[config.mk]
export PLATFORM = sky130hd
export DESIGN_NAME = kb_entry_ctrl_flat
export DESIGN_NICKNAME = d
export VERILOG_FILES = /design/src/rtl/kb_pkg.sv /design/src/rtl/kb_entry_ctrl_if.sv /design/src/rtl/kb_scan_decode.sv /design/src/rtl/kb_entry_ctrl.sv /design/src/flat_wrapper.sv
export SDC_FILE = /design/constraint.sdc
export NUM_CORES = 1
export LEC_CHECK = 0
export ABC_CLOCK_PERIOD_IN_PS = 3970
export CAP_MARGIN = 20
export CORE_ASPECT_RATIO = 0.75
export CORE_MARGIN = 2
export CORE_UTILIZATION = 35
export CTS_BUF_LIST = sky130_fd_sc_hd__clkbuf_8
export DETAILED_ROUTE_END_ITERATION = 12
export DONT_BUFFER_PORTS = 1
export PLACE_DENSITY = 0.53
export SLEW_MARGIN = 20
export SYNTH_ARGS = -nofsm -noshare
export SYNTH_HDL_FRONTEND = slang
export SYNTH_HIERARCHICAL = 1
export SYNTH_SLANG_ARGS = --single-unit
[constraint.sdc]
create_clock -name clk -period 3.97 [get_ports clk]
set_input_delay 0.794 -clock clk [delete_from_list [all_inputs] [get_ports clk]]
set_output_delay 0.794 -clock clk [all_outputs]
set_load 0.005 [all_outputs]
[src/rtl/kb_pkg.sv]
// Shared constants and types for the PS/2 keypad operand entry block.
package kb_pkg;

  localparam logic [7:0] SC_BRK   = 8'hF0;
  localparam logic [7:0] SC_EXT   = 8'hE0;
  localparam logic [7:0] SC_ENTER = 8'h5A;
  localparam logic [7:0] SC_PLUS  = 8'h79;
  localparam logic [7:0] SC_MINUS = 8'h7B;
  localparam logic [7:0] SC_BKSP  = 8'h66;

  localparam logic [1:0] OP_ENTER = 2'b00;
  localparam logic [1:0] OP_PLUS  = 2'b01;
  localparam logic [1:0] OP_MINUS = 2'b10;

  typedef enum logic [1:0] {
    ST_MAKE,
    ST_BRK,
    ST_EXT,
    ST_EXT_BRK
  } kb_state_e;

endpackage

[src/rtl/kb_entry_ctrl_if.sv]
// Scan-byte input and operand-token handshake between receiver, entry block and consumer.
interface kb_entry_ctrl_if;
  logic [7:0]  scan_code;
  logic        scan_valid;
  logic        tok_valid;
  logic        tok_ready;
  logic [15:0] tok_value;
  logic [2:0]  tok_ndig;
  logic [1:0]  tok_op;

  modport master (
    input  scan_code, scan_valid, tok_ready,
    output tok_valid, tok_value, tok_ndig, tok_op
  );

  modport slave (
    output scan_code, scan_valid, tok_ready,
    input  tok_valid, tok_value, tok_ndig, tok_op
  );
endinterface

[src/rtl/kb_scan_decode.sv]
// Combinational make-code classifier. Backspace (0x66) is recognised only
// when KB_BACKSPACE_EN is defined; otherwise it is ignored like other codes.
module kb_scan_decode
  import kb_pkg::*;
(
  input  logic [7:0] scan_code,
  output logic       is_digit,
  output logic [3:0] digit,
  output logic       is_term,
  output logic [1:0] op,
  output logic       is_bksp
);

  always_comb begin
    is_digit = 1'b1;
    digit    = 4'd0;
    unique case (scan_code)
      8'h45:   digit = 4'd0;
      8'h16:   digit = 4'd1;
      8'h1E:   digit = 4'd2;
      8'h26:   digit = 4'd3;
      8'h25:   digit = 4'd4;
      8'h2E:   digit = 4'd5;
      8'h36:   digit = 4'd6;
      8'h3D:   digit = 4'd7;
      8'h3E:   digit = 4'd8;
      8'h46:   digit = 4'd9;
      default: is_digit = 1'b0;
    endcase
  end

  always_comb begin
    is_term = 1'b1;
    op      = OP_ENTER;
    unique case (scan_code)
      SC_ENTER: op = OP_ENTER;
      SC_PLUS:  op = OP_PLUS;
      SC_MINUS: op = OP_MINUS;
      default:  is_term = 1'b0;
    endcase
  end

`ifdef KB_BACKSPACE_EN
  assign is_bksp = (scan_code == SC_BKSP);
`else
  assign is_bksp = 1'b0;
`endif

endmodule

[src/rtl/kb_entry_ctrl.sv]
// PS/2 keypad operand entry: strips break/extended prefixes, accumulates BCD
// digits and emits one operand token per terminator through a valid/ready register.
module kb_entry_ctrl
  import kb_pkg::*;
#(
  parameter int MAX_DIGITS = 4
) (
  input  logic            clk,
  input  logic            rst,
  kb_entry_ctrl_if.master bus,
  input  logic            err_clr,
  output logic            err_ovf,
  output logic            err_ovr
);

  localparam logic [2:0] MAX_CNT = 3'(MAX_DIGITS);

  kb_state_e   state, state_nxt;
  logic        proc_make, proc_ext_enter;
  logic        dec_is_digit, dec_is_term, dec_is_bksp;
  logic [3:0]  dec_digit;
  logic [1:0]  dec_op;
  logic        do_digit, do_term, do_bksp;
  logic [1:0]  term_op;
  logic        accept, tok_load, ovf_set, ovr_set;

  logic [15:0] acc;
  logic [2:0]  cnt;
  logic        tok_valid;
  logic [15:0] tok_value;
  logic [2:0]  tok_ndig;
  logic [1:0]  tok_op;

  kb_scan_decode u_decode (
    .scan_code (bus.scan_code),
    .is_digit  (dec_is_digit),
    .digit     (dec_digit),
    .is_term   (dec_is_term),
    .op        (dec_op),
    .is_bksp   (dec_is_bksp)
  );

  always_ff @(posedge clk or posedge rst) begin
    if (rst) state <= ST_MAKE;
    else     state <= state_nxt;
  end

  always_comb begin
    state_nxt      = state;
    proc_make      = 1'b0;
    proc_ext_enter = 1'b0;
    if (bus.scan_valid) begin
      unique case (state)
        ST_MAKE: begin
          if (bus.scan_code == SC_BRK)      state_nxt = ST_BRK;
          else if (bus.scan_code == SC_EXT) state_nxt = ST_EXT;
          else                              proc_make = 1'b1;
        end
        ST_EXT: begin
          if (bus.scan_code == SC_BRK) begin
            state_nxt = ST_EXT_BRK;
          end else begin
            state_nxt      = ST_MAKE;
            proc_ext_enter = (bus.scan_code == SC_ENTER);
          end
        end
        default: state_nxt = ST_MAKE;
      endcase
    end
  end

  // Keypad Enter arrives as E0 5A and always terminates with the Enter op.
  assign do_digit = proc_make && dec_is_digit;
  assign do_bksp  = proc_make && dec_is_bksp;
  assign do_term  = (proc_make && dec_is_term) || proc_ext_enter;
  assign term_op  = proc_ext_enter ? OP_ENTER : dec_op;

  assign accept   = tok_valid && bus.tok_ready;
  assign tok_load = do_term && (!tok_valid || accept);
  assign ovr_set  = do_term && tok_valid && !accept;
  assign ovf_set  = do_digit && (cnt >= MAX_CNT);

  always_ff @(posedge clk or posedge rst) begin
    if (rst) begin
      acc <= '0;
      cnt <= '0;
    end else if (do_term) begin
      acc <= '0;
      cnt <= '0;
    end else if (do_digit && (cnt < MAX_CNT)) begin
      acc <= {acc[11:0], dec_digit};
      cnt <= cnt + 3'd1;
    end else if (do_bksp && (cnt != 3'd0)) begin
      acc <= acc >> 4;
      cnt <= cnt - 3'd1;
    end
  end

  // A terminator that finds the register occupied is dropped; the old token stays.
  always_ff @(posedge clk or posedge rst) begin
    if (rst) begin
      tok_valid <= 1'b0;
      tok_value <= '0;
      tok_ndig  <= '0;
      tok_op    <= OP_ENTER;
    end else if (tok_load) begin
      tok_valid <= 1'b1;
      tok_value <= acc;
      tok_ndig  <= cnt;
      tok_op    <= term_op;
    end else if (accept) begin
      tok_valid <= 1'b0;
    end
  end

  always_ff @(posedge clk or posedge rst) begin
    if (rst) begin
      err_ovf <= 1'b0;
      err_ovr <= 1'b0;
    end else if (err_clr) begin
      err_ovf <= 1'b0;
      err_ovr <= 1'b0;
    end else begin
      err_ovf <= err_ovf | ovf_set;
      err_ovr <= err_ovr | ovr_set;
    end
  end

  assign bus.tok_valid = tok_valid;
  assign bus.tok_value = tok_value;
  assign bus.tok_ndig  = tok_ndig;
  assign bus.tok_op    = tok_op;

endmodule

[src/flat_wrapper.sv]
// flat-port wrapper written by rule: the top's interface ports become plain ports
module kb_entry_ctrl_flat import kb_pkg::*;
#(
  parameter int MAX_DIGITS = 4
)
  (clk, rst, err_clr, err_ovf, err_ovr, bus_scan_code, bus_scan_valid, bus_tok_ready, bus_tok_valid, bus_tok_value, bus_tok_ndig, bus_tok_op);
  kb_entry_ctrl_if bus_i ();
  input  logic clk;
  input  logic rst;
  input  logic err_clr;
  output logic err_ovf;
  output logic err_ovr;
  input wire logic [$bits(bus_i.scan_code)-1:0] bus_scan_code;
  input wire logic [$bits(bus_i.scan_valid)-1:0] bus_scan_valid;
  input wire logic [$bits(bus_i.tok_ready)-1:0] bus_tok_ready;
  output wire logic [$bits(bus_i.tok_valid)-1:0] bus_tok_valid;
  output wire logic [$bits(bus_i.tok_value)-1:0] bus_tok_value;
  output wire logic [$bits(bus_i.tok_ndig)-1:0] bus_tok_ndig;
  output wire logic [$bits(bus_i.tok_op)-1:0] bus_tok_op;
  assign bus_i.scan_code = bus_scan_code;
  assign bus_i.scan_valid = bus_scan_valid;
  assign bus_i.tok_ready = bus_tok_ready;
  assign bus_tok_valid = bus_i.tok_valid;
  assign bus_tok_value = bus_i.tok_value;
  assign bus_tok_ndig = bus_i.tok_ndig;
  assign bus_tok_op = bus_i.tok_op;
  kb_entry_ctrl #(.MAX_DIGITS(MAX_DIGITS)) u_core (.clk(clk), .rst(rst), .bus(bus_i), .err_clr(err_clr), .err_ovf(err_ovf), .err_ovr(err_ovr));
endmodule
Word-level counts from Yosys, hierarchy flattened --
Cells that the tools add are included.
Word-level totals: word-level logic and storage cells 73, bits of input ports 13, output and inout bits 24, flip-flop bits (word level) 45
Cells by class: muxes and demuxes 24, bitwise logic cells 2, add/sub/neg operators 1, $lt $le $gt $ge 2, eq/ne operators 17, reduce and logical (&&, ||, !) cells 18
Operator list (number):
- $eq A8 B6 Y1 const B | 6
- $eq A8 B7 Y1 const B | 5
- $pmux W4 S9 | 1
- $mux W16 | 2
- $eq A8 B5 Y1 const B | 2
- $eq A8 B8 Y1 const B | 2
- $mux W1 | 13
- $reduce_or A10 Y1 | 1
- $logic_and A1 B1 Y1 | 8
- $mux W2 | 4
- $pmux W2 S2 | 2
- $mux W3 | 2
- $reduce_bool A2 Y1 | 2
- $add A3 B1 Y3 const B | 1
- $ge A3 B3 Y1 const B | 1
- $lt A3 B3 Y1 const B | 1
- $ne A3 B1 Y1 const B | 1
- $reduce_or A3 Y1 | 1
- $eq A2 B2 Y1 const B | 1
- $logic_not A1 Y1 | 2
- $logic_not A2 Y1 | 1
- $logic_or A1 B1 Y1 | 2
- $or A1 B1 Y1 | 2
- $reduce_and A2 Y1 | 1

Logic depth before layout (Yosys ltp) --
depth after elaboration 11, depth in mapped cells 13, mapped depth without buffers 11

Modules after synthesis --
The synthesis kept the hierarchy.
By module, submodules not included:
- kb_entry_ctrl | cells an instance 161, area an instance 2139.6 µm², sequential area each 1126.1 µm², instances 1
- kb_scan_decode | cells an instance 44, area an instance 324.1 µm², sequential area each 0.0 µm², instances 1

Worst setup path before layout --
No wires, ideal clock.
path type input to register, start point input port bus_scan_code[4], end point register u_core.cnt[2], library setup time 77 ps, buffers on the path 2, arrival time 2893 ps, cell stages on the path 13, data required time 3893 ps, slack 1000 ps, cell sequence buf_4 > nor4b_4 > o211ai_1 > o211ai_1 > nand2b_1 > a211oi_4 > buf_4 > xnor2_1 > ha_1 > nor2_1 > xnor2_1 > mux2_1 > o21ai_1
Between the ends: elaborated cells on any way between the ends 32, those cells by class eq/ne (15); mux (10); reduce/logical (7)
RTL lines:
- start, declared | RTL line flat_wrapper.sv:13 | input wire logic [$bits(bus_i.scan_code)-1:0] bus_scan_code;
- $eq A8 B7 Y1 (tied with other cells) | RTL line kb_scan_decode.sv:17 | unique case (scan_code)
- $reduce_or A10 Y1 (no line) (*)
- $mux W1 (*) | RTL line kb_scan_decode.sv:17
- via u_core.dec_is_digit | RTL line kb_entry_ctrl.sv:20 | logic dec_is_digit, dec_is_term, dec_is_bksp;
- $logic_and A1 B1 Y1 (*) | RTL line kb_entry_ctrl.sv:73 | assign do_digit = proc_make && dec_is_digit;
- $logic_and A1 B1 Y1 (*) | RTL line kb_entry_ctrl.sv:90 | end else if (do_digit && (cnt < MAX_CNT)) begin
- $reduce_bool A2 Y1 (no line) (*)
- end signal, assigned | RTL line kb_entry_ctrl.sv:92 | cnt <= cnt + 3'd1;
- end signal, assigned | RTL line kb_entry_ctrl.sv:95 | cnt <= cnt - 3'd1;
- end, declared | RTL line kb_entry_ctrl.sv:28 | logic [2:0] cnt;
The timed path passes the listed nets; every way through them passes the cells marked *. A chain may end at the register's enable or synchronous reset.

Final worst setup path --
start point input port bus_scan_code[1], end point register u_core.cnt[2]
The elaborated chain is that of the path after synthesis.

==> impl_metrics.ini <==
[final_layout]
nFillCells = 654
antenna_cells = 0
area_growth_pct = 5.13
multi_input_area_sq_um = 1200
drive_above_1_share_pct = 12.7
layout.nets = 217
register_area_sq_um = 1130
finalInstanceArea_sq_um = 2590

[critical_path]
crit_path_max_incr_delay_ns = 0.47
critPathArrivalTime_ns = 3.18
crit_required_ns = 4.17
critical_path_class = primary input to register
worstPathMaxFanout = 10
crit_slowest_cell = a211oi_4
end_kind = register
crit_path_cell_trace = nor2b_1 -> a21oi_1 -> o211ai_1 -> nand2b_1 -> a211oi_4 -> xnor2_1 -> ha_1 -> nor2_1 -> xnor2_1 -> mux2_1 -> o21ai_1
start_kind = primary input
path_buf_inv = 0
crit_path_frequent_cell = xnor2_1
cp_top_family = compound AO/OA/AOI/OAI gates

[synthesis]
postSynth.asyncResetShare_pct = 100
ys_warn_count = 6
synth_edf_count = 0
avgSynthCellArea_sq_um = 12.0
synth_top_family_by_area = compound AO/OA/AOI/OAI gates
yosys.area_share.xor_xnor_pct = 1.42
synth_largest_area_cell = dfrtp_1
yosys.area_share.adder_pct = 0.508
yosys.area_share.simple_pct = 14.3
netlist_area_sq_um = 2460
ys_seq_elements = 45
synth_mux_area_share_pct = 16.1
synth_cell_types = 58
synth_ff_type = dfrtp_1
syn_inst = 205
yosysTopAreaCellShare_pct = 45.7
synth_area_leaders = dfrtp_1, mux2_1, mux2i_1
synth-compound-area-share_pct = 16.4
yosysSeqAreaShare_pct = 45.7
postSynthNetCount = 219

[floorplanning]
io_pins = 37
core-area_sq_um = 6800
die_y_um = 76.7
num_rows = 26
dieArea_sq_um = 7730
die_w_um = 101
start_util_pct = 36.2

[sta]
setup_viol = 0
rsz0062_at_grt = false
fin_skew_ns = 0.00664
relSlewSlack_pct = 31.3
finalHoldViolCount = 0
fin_tns_setup_ns = 0
fin_crit_sh_pct = 75.1
max_freq_mhz = 336
drv_slew = 0
tightest_slew_ns = 1.03
fin_crit_ns = 2.98

[placement]
port_buffers = 0
dpl.hpwl_mm = 3.50
gp_congestion = 0.811
post_dp_cell_area_sq_um = 2490

[clocking]
cts_tree = built
htreeDepth = 2
post_cts_resized = 0
insertion_delay_ns = 0.29
cts_max_path_buffers = 2
clk_pin_slew_ns = 0.08
post_cts_buffers = 0
numCtsBuffers = 5
cts_hold_buf = 0
root_buffer = clkbuf_8
clock_sinks = 45

[route]
drt-vias-per-instance = 5.48
drc_errors = 0
drt_iter0_markers = 42
ant_nets = 0
totalWireLength_mm = 4.90
drt_pass1_iterations = 4
wl_per_cell_um = 17.0
vias = 1577

[global_route]
grt_pass1_wl_mm = 8.27
grt_max_degree = 46
globalRoute.totalOverflow = 0
antenna_found_initial = 0
grt_pass1_vias = 1584
gr-usage-all-layers_pct = 13.5

[power_and_ir_drop]
peakVddDrop_uv = 164
p_leak_nw = 1.09
p_per_area_nw_per_um2 = 372

[flow_run]
drv_cap = 0

[status]
outcome = complete, no violations

[min_path]
hp-class = register to register
[final timing paths]
check	end	cells after the start	slack (ns)	startpoint
min reg2reg	u_core/bus.tok_value[5]$_DFFE_PP0P_	1	0.52	u_core/bus.tok_value[5]$_DFFE_PP0P_
max in group asynchronous	u_core/bus.tok_value[1]$_DFFE_PP0P_	1	2.82	rst
min	u_core/bus.tok_value[5]$_DFFE_PP0P_	1	0.52	u_core/bus.tok_value[5]$_DFFE_PP0P_
max	u_core/cnt[2]$_DFFE_PP0P_	11	0.99	bus_scan_code[1]
max reg2reg	u_core/cnt[2]$_DFFE_PP0P_	8	1.49	u_core/state[1]$_DFFE_PP0P_
min in group asynchronous	u_core/bus.tok_value[3]$_DFFE_PP0P_	1	0.58	rst
[area by class of cell]
cell class,instances,area share [%]
multi-input cells,139,46.5
repair buffers,2,0.580
clock inverters,1,0.193
inverters,10,1.45
clock buffers,7,3.72
flip-flops and latches,45,43.5
well taps,84,4.06
[worst register-to-register path: stages (launching register included)]
cell      delay, ns
dfrtp_1        0.44
or3b_4         0.45
a211oi_4       0.51
xnor2_1        0.19
ha_1           0.18
nor2_1         0.05
xnor2_1        0.13
mux2_1         0.31
o21ai_1        0.13
[state kept, by name, indices dropped and copies added, names as in the netlist]
signal and cells:
u_core/err_ovr 1, u_core/bus.tok_op 2, u_core/state 2, u_core/bus.tok_value 16, u_core/bus.tok_ndig 3, u_core/bus.tok_valid 1, u_core/cnt 3, u_core/acc 16
u_core/err_ovf 1
[cell families (layout without fill, tap and decap cells)]
kind of cell | count (synthesis) | count (layout)
flip-flops | 45 | 45
other | 1 | 1
AO/OA/AOI/OAI | 49 | 49
AND/OR/NAND/NOR | 47 | 47
XOR/XNOR | 4 | 4
buffers and inverters | 21 | 20
multiplexers | 37 | 37
adder cells (fa/ha/maj) | 1 | 1
[cells in the mapped netlist (all sizes together), types with 4 or more instances]
cell / count
mux2: 21
dfrtp: 45
o21ai: 5
o2bb2ai: 12
nand2: 6
a21oi: 7
inv: 10
mux2i: 16
nor2: 6
o211ai: 6
nor2b: 5
a32o: 4
a211oi: 4
buf: 10
[report_power, final]
group	leakage [nW]	internal [mW]	switching, mW
sequential	0.615	0.481	0.0300
combinational	0.424	0.0648	0.0791
clock	0.0542	0.157	0.150
total	1.09	0.703	0.259
[cell usage in the layout (no fill, tap or decap), drive strengths merged, types with 2 or more instances in the layout]
master	instances
dfrtp	45
mux2	21
mux2i	16
o2bb2ai	12
inv	10
clkbuf	7
a21oi	7
nand2	6
nor2	6
o211ai	6
nor2b	5
o21ai	5
a32o	4
a211oi	4
nand2b	3
xnor2	3
or3b	3
nor3b	3
nand4	3
and3b	2
a31oi	2
buf	2
o2111ai	2
nor3	2
nor4	2
nor4b	2
and2b	2
[stage by stage]
stage | worst slack, ns | cells | utilization (%) | total power [mW] | hold slack, ns
floorplan | 1.00 | 205 | - | 0.641 | 0.473
global placement | 0.819 | 280 | 36.6 | 0.663 | 0.496
detailed placement | 0.740 | 280 | 36.6 | 0.662 | 0.503
CTS | 1.00 | 288 | 38.1 | 0.974 | 0.523
global route | 0.692 | 288 | 38.1 | 1.02 | 0.541
finish | 0.990 | 288 | 38.1 | 0.963 | 0.517
[per-layer routing]
metal  GRT usage [%]  vias to the layer above  share of wire, %
met5               0                        -                 0
met4            2.88                        0              0.43
met3            4.56                        2               5.0
met2            17.9                       30                40
met1            21.0                      781                54
li1                -                      764                 -
Note: power is estimated with default switching activity, not from simulation.
